[config.mk]
export PLATFORM = sky130hd
export DESIGN_NAME = mips_dcache
export DESIGN_NICKNAME = d
export VERILOG_FILES = /design/src/rtl/mips_cache_pkg.sv /design/src/rtl/mips_dcache_array.sv /design/src/rtl/mips_dcache.sv
export SDC_FILE = /design/constraint.sdc
export NUM_CORES = 1
export LEC_CHECK = 0
export CAP_MARGIN = 20
export CORE_MARGIN = 4
export CORE_UTILIZATION = 52
export DETAILED_ROUTE_END_ITERATION = 8
export PLACE_DENSITY = 0.74
export REMOVE_ABC_BUFFERS = 1
export SYNTH_ARGS = -nofsm -noshare
export SYNTH_HDL_FRONTEND = slang
export SYNTH_SLANG_ARGS = --single-unit
export TNS_END_PERCENT = 1
[constraint.sdc]
create_clock -name clk -period 13.7 [get_ports clk]
set_clock_uncertainty 0.2 [all_clocks]
set_input_delay 2.74 -clock clk [delete_from_list [all_inputs] [get_ports clk]]
set_output_delay 2.74 -clock clk [all_outputs]
set_load 0.01 [all_outputs]
[src/rtl/mips_cache_pkg.sv]
// Shared types and helpers for the MIPS direct-mapped data cache.
// Latency: n/a (types and pure functions only).
// Backpressure: n/a.
package mips_cache_pkg;

    localparam int DEF_LINES          = 16;
    localparam int DEF_MEM_LATENCY    = 4;
    localparam int DEF_WRITE_ALLOCATE = 0;

    typedef enum logic [1:0] {
        IDLE,
        READ_MISS,
        WRITE_MEM
    } cache_state_t;

    // Lane 0 is the most significant byte (big-endian memory bus).
    typedef logic [0:3][7:0] byte_lanes_t;

    function automatic logic [31:0] lanes_to_word(input byte_lanes_t lanes);
        return {lanes[0], lanes[1], lanes[2], lanes[3]};
    endfunction

    function automatic byte_lanes_t word_to_lanes(input logic [31:0] word);
        byte_lanes_t lanes;
        lanes[0] = word[31:24];
        lanes[1] = word[23:16];
        lanes[2] = word[15:8];
        lanes[3] = word[7:0];
        return lanes;
    endfunction

endpackage

[src/rtl/mips_dcache_array.sv]
// Valid/tag/data storage for the direct-mapped cache, one word per line.
// Latency: read is combinational, write lands on the next rising edge.
// Backpressure: none; the single write port is always ready.
module mips_dcache_array
    import mips_cache_pkg::*;
#(
    parameter int LINES = DEF_LINES
) (
    input  logic                      clk,
    input  logic                      rst_b,
    input  logic [$clog2(LINES)-1:0]  rd_idx,
    output logic                      rd_valid,
    output logic [29-$clog2(LINES):0] rd_tag,
    output logic [31:0]               rd_data,
    input  logic                      wr_en,
    input  logic [$clog2(LINES)-1:0]  wr_idx,
    input  logic [29-$clog2(LINES):0] wr_tag,
    input  logic [31:0]               wr_data
);

    localparam int TW = 30 - $clog2(LINES);

    logic [LINES-1:0] valid_q;
    logic [TW-1:0]    tag_q  [LINES];
    logic [31:0]      data_q [LINES];

    assign rd_valid = valid_q[rd_idx];
    assign rd_tag   = tag_q[rd_idx];
    assign rd_data  = data_q[rd_idx];

    // Only the valid bits need clearing; stale tag/data behind a clear bit are harmless.
    always_ff @(posedge clk) begin
        if (!rst_b) begin
            valid_q <= '0;
        end else if (wr_en) begin
            valid_q[wr_idx] <= 1'b1;
        end
    end

    always_ff @(posedge clk) begin
        if (wr_en) begin
            tag_q[wr_idx]  <= wr_tag;
            data_q[wr_idx] <= wr_data;
        end
    end

endmodule

[src/rtl/mips_dcache.sv]
// Direct-mapped write-through data cache between the MIPS core and fixed-latency memory.
// Latency: load hit 0 cycles; load miss or any store completes MEM_LATENCY cycles after request.
// Backpressure: stall holds the core's request and PC while memory is being accessed.
module mips_dcache
    import mips_cache_pkg::*;
#(
    parameter int LINES          = DEF_LINES,
    parameter int MEM_LATENCY    = DEF_MEM_LATENCY,
    parameter int WRITE_ALLOCATE = DEF_WRITE_ALLOCATE
) (
    input  logic        clk,
    input  logic        rst_b,
    input  logic        req_valid,
    input  logic        req_we,
    input  logic [31:0] req_addr,
    input  logic [31:0] req_wdata,
    output logic [31:0] rdata,
    output logic        stall,
    output logic        hit,
    output logic [31:0] mem_addr,
    output byte_lanes_t mem_data_in,
    input  byte_lanes_t mem_data_out,
    output logic        mem_write_en
);

    localparam int IW = $clog2(LINES);
    localparam int TW = 30 - IW;
    localparam int CW = $clog2(MEM_LATENCY) + 1;
    localparam logic [CW-1:0] CNT_INIT = CW'(MEM_LATENCY - 1);

    cache_state_t  state;
    logic [CW-1:0] cnt;
    logic [29:0]   lat_waddr;
    logic [31:0]   lat_wdata;

    logic [IW-1:0] lk_idx;
    logic [TW-1:0] lk_tag;
    logic          arr_valid;
    logic [TW-1:0] arr_tag;
    logic [31:0]   arr_data;
    logic          line_hit;
    logic          done;
    logic          wr_en;
    logic [31:0]   wr_data;
    logic [31:0]   mem_word;
    logic          unused_addr_bits;

    assign unused_addr_bits = ^req_addr[1:0];

    // Outside IDLE the lookup follows the latch, since the core's inputs are not trusted there.
    assign lk_idx   = (state == IDLE) ? req_addr[IW+1:2]  : lat_waddr[IW-1:0];
    assign lk_tag   = (state == IDLE) ? req_addr[31:IW+2] : lat_waddr[29:IW];
    assign line_hit = arr_valid && (arr_tag == lk_tag);
    assign mem_word = lanes_to_word(mem_data_out);
    assign done     = (state != IDLE) && (cnt == '0);
    assign wr_en    = done && ((state == READ_MISS) || line_hit || (WRITE_ALLOCATE != 0));
    assign wr_data  = (state == READ_MISS) ? mem_word : lat_wdata;

    mips_dcache_array #(
        .LINES (LINES)
    ) u_array (
        .clk      (clk),
        .rst_b    (rst_b),
        .rd_idx   (lk_idx),
        .rd_valid (arr_valid),
        .rd_tag   (arr_tag),
        .rd_data  (arr_data),
        .wr_en    (wr_en),
        .wr_idx   (lat_waddr[IW-1:0]),
        .wr_tag   (lat_waddr[29:IW]),
        .wr_data  (wr_data)
    );

    always_comb begin
        hit   = (state == IDLE) && req_valid && line_hit;
        stall = 1'b0;
        rdata = '0;
        case (state)
            IDLE: begin
                stall = req_valid && (req_we || !line_hit);
                if (req_valid && !req_we && line_hit) begin
                    rdata = arr_data;
                end
            end
            READ_MISS: begin
                stall = (cnt != '0);
                if (cnt == '0) begin
                    rdata = mem_word;
                end
            end
            WRITE_MEM: begin
                stall = (cnt != '0);
            end
            default: ;
        endcase
    end

    // Memory-side outputs come from registered state only, so they are quiet in IDLE.
    assign mem_addr     = (state != IDLE) ? {lat_waddr, 2'b00} : '0;
    assign mem_write_en = (state == WRITE_MEM);
    assign mem_data_in  = (state == WRITE_MEM) ? word_to_lanes(lat_wdata) : '0;

    always_ff @(posedge clk) begin
        if (!rst_b) begin
            state     <= IDLE;
            cnt       <= '0;
            lat_waddr <= '0;
            lat_wdata <= '0;
        end else begin
            case (state)
                IDLE: begin
                    if (stall) begin
                        lat_waddr <= req_addr[31:2];
                        lat_wdata <= req_wdata;
                        cnt       <= CNT_INIT;
                        state     <= req_we ? WRITE_MEM : READ_MISS;
                    end
                end
                READ_MISS, WRITE_MEM: begin
                    if (cnt == '0) begin
                        state <= IDLE;
                    end else begin
                        cnt <= cnt - CW'(1);
                    end
                end
                default: state <= IDLE;
            endcase
        end
    end

endmodule

==> flow_metrics.tcl, run 1 <==
set metrics [dict create \
    hpwl_um 52580 \
    wire_per_inst_um 26.36 \
    required_ns 10.76 \
    start_util 0.5275 \
    synth.largest_area_cell "edfxtp_1" \
    grt_pass1_vias 23220 \
    cts_max_level 3 \
    post_cts_buffers 0 \
    grt_first_pass_wirelength_um 145400 \
    cts_tree "yes" \
    synth-main-ff-cell "edfxtp_1" \
    cts_root_buffer "clkbuf_16" \
    hold_depth 2 \
    diodes 0 \
    die_w_um 289.2 \
    crit_cells 12 \
    cts_resized 0 \
    power_density_nw_per_um2 150.9 \
    fp-row-count 102 \
    worstRegToRegCells 15 \
    grt_max_degree 92 \
    slew_viol_final 0 \
    grt.total_usage 0.2339 \
    ys_ff_latch 1011 \
    syn_area_sq_um 41130 \
    vias 23150 \
    post-place-ws_ns 1.966 \
    clock_sinks 1011 \
    worstMarginPinSlew_ns 1.149 \
    min_period_ns 11.72 \
    synth.top_cells.by_area "edfxtp_1 68%, mux4_2 10%, dfxtp_1 4.0%" \
    rrSetupSlack_ns 5.73 \
    r2r-start "state[0]" \
    fin_ws_ns 1.978 \
    async_reset_ff_frac 0 \
    ir_worst_vdd_mv 0.1027 \
    synth_cells 2420 \
    nFillCells 5386 \
    start_kind "input port" \
    io_buffers 194 \
    clkTransAtPathRegs_ns 0.06 \
    drv_cap 0 \
    synth_edf_count 928 \
    slowest_stage "and3_2" \
    hold_class "flip-flop to flip-flop" \
    r2r_end "u_array.data_q[7][11]" \
    grt_antenna_before_repair 3 \
    criticalPathCategory "input port to primary output" \
    ant_nets 0 \
    setup_tns_ns 0 \
    setup_violations 0 \
    grt-ovfl-total 0 \
    cts_hold_buf 0 \
    worstSkewPairLatency_ns 0.66 \
    register_area_sq_um 29530 \
    crit_chain "clkdlybuf4s50_1 > mux2_4 > nor2_1 > a32oi_1 > nand4_1 > nand4_1 > a2111oi_0 > o2111ai_1 > nor4_4 > and3_2 > a32o_1 > clkdlybuf4s50_1" \
    dieArea_sq_um 83660 \
    routed_wl_um 98510 \
    core_sq_um 77980 \
    crit_buf_inv 2 \
    rsz0062_at_grt "no" \
    period_share 0.8556 \
    multi_input_area_sq_um 10930 \
    syn_avg_cell_area_sq_um 17.00 \
    drc 0 \
    cp_max_fo 32 \
    drtIter0Drc 2715 \
    fin_nets 2718 \
    ios 199 \
    cp_top_family "simple AND/OR/NAND/NOR gates" \
    yosys-top-cells-count "928 x edfxtp_1, 429 x nand2_1, 183 x mux4_2" \
    hp-start "u_array.valid_q[4]" \
    clk_path_buf_depth 3 \
    syn2layout_area_growth_pct 15.42 \
    synth.most_common_cell "edfxtp_1" \
    status "complete, no violations" \
    routabilityCongestion 0.7755 \
    avgViaCountPerCell 6.196 \
    hold_violations 0 \
    synth-seq-area-share 0.7179 \
    hold_end "u_array.valid_q[4]" \
    dr.pass1.iters 5 \
    p_leak_nw 15.70 \
    crit_arrival_ns 8.78 \
    cts_buffers 99 \
    drive_gt1_frac 0.1754 \
    die_y_um 289.2 \
    crit_path_end_kind "primary output" \
    synth_cell_types 74 \
    fmax_mhz 85.31 \
    yosysTopAreaCellShare 0.6775 \
    slew_headroom 0.2311 \
    slowest_delay_ns 0.96 \
    yosys_warnings 0 \
]
final cells by class:
type	count	area share
flip-flops and latches	1011	0.6220
multi-input cells	1248	0.2302
clock buffers	116	0.05416
repair buffers	247	0.04947
well taps	1040	0.02741
clock inverters	70	0.01634
inverters	5	0.0003953
cells in the final DEF, fill, tap and decap left out, drive strengths merged, types with 6 or more instances in the layout:
cell type      instances
nor2                  16
mux2i                117
dfxtp                 83
nor4                  11
mux2                  46
o21ai                 15
o31ai                 10
nor3                  16
o41ai                  8
a31oi                 45
a32oi                 23
and2                  32
nand2                429
o22ai                  7
nand3                 35
a21oi                 36
xnor2                 20
a32o                  34
bufinv                14
nand3b                 7
clkinvlp               6
inv                    7
ha                     6
nand4                 21
nand2b                 6
and3                  39
clkdlybuf4s50        193
nor2b                 31
clkinv                48
mux4                 183
buf                   54
edfxtp               928
clkbuf               116
xor2                   7
stage by stage:
| step | cells | util | cell area (sq um) | hold slack, ns | total power [mW] |
|---|---|---|---|---|---|
| floorplan | 2264 | - | 40280 | 0.2130 | 4.165 |
| global placement | 3548 | 0.5655 | 44100 | 0.2258 | 4.438 |
| detailed placement | 3549 | 0.5656 | 44100 | 0.2455 | 4.469 |
| CTS | 3735 | 0.6085 | 47450 | 0.2604 | 7.199 |
| global route | 3737 | 0.6088 | 47470 | 0.2846 | 7.397 |
| finish | 3737 | 0.6088 | 47470 | 0.2632 | 7.165 |
worst min-delay path, stage by stage, from the launching register on:
cell and delay (ns):
dfxtp_1 0.33, nand2_1 0.05, o41ai_1 0.05
where the power goes:
group          switching (mW)  internal [mW]
combinational           0.529          0.350
clock                    1.14           1.61
sequential             0.0572           3.47
total                    1.73           5.44
per-layer routing:
metal | global-route usage | routed length [um] | up-vias | part of all wire
met5 | 0 | 21 | - | 0.00021
met4 | 0.07217 | 2574 | 4 | 0.026
met3 | 0.03965 | 9184 | 169 | 0.093
met2 | 0.3876 | 48640 | 1251 | 0.49
met1 | 0.3218 | 38090 | 11850 | 0.39
li1 | - | - | 9880 | -
how the worst max path moves through the flow:
stage	startpoint	endpoint	slack [ns]
after floorplan	req_addr[2]	u_array.data_q[12][0]	-0.56
after global placement	req_addr[3]	rdata[15]	2.02
after detailed placement	req_addr[3]	rdata[15]	1.97
after CTS	req_addr[3]	rdata[15]	1.94
after global routing	req_addr[3]	rdata[15]	1.60
final	req_addr[5]	rdata[26]	1.98
kinds of logic after synthesis:
| group | Yosys count | synth area share |
|---|---|---|
| flip-flops | 1011 | 0.7179 |
| AND/OR/NAND/NOR | 659 | 0.07334 |
| multiplexers | 346 | 0.1418 |
| AO/OA/AOI/OAI | 208 | 0.03803 |
| buffers and inverters | 162 | 0.02120 |
| XOR/XNOR | 27 | 0.005749 |
| adder cells (fa/ha/maj) | 6 | 0.001825 |
| other | 1 | 0.00009117 |
flip-flops by register name, indices dropped and copies added (netlist names):
| name | flops |
|---|---|
| u_array.data_q | 512 |
| lat_wdata | 32 |
| u_array.valid_q | 16 |
| state | 2 |
| lat_waddr | 30 |
| cnt | 3 |
| u_array.tag_q | 416 |
Note: power is estimated with default switching activity, not from simulation.
==> run 2, diff against run 1 <==
--- a/config.mk
+++ b/config.mk
@@ -14,4 +14,3 @@
 export SYNTH_ARGS = -nofsm -noshare
 export SYNTH_HDL_FRONTEND = slang
 export SYNTH_SLANG_ARGS = --single-unit
-export TNS_END_PERCENT = 1
==> results of run 2 <==
No change in the layout: final DEF, timing and power equal those of run 1.
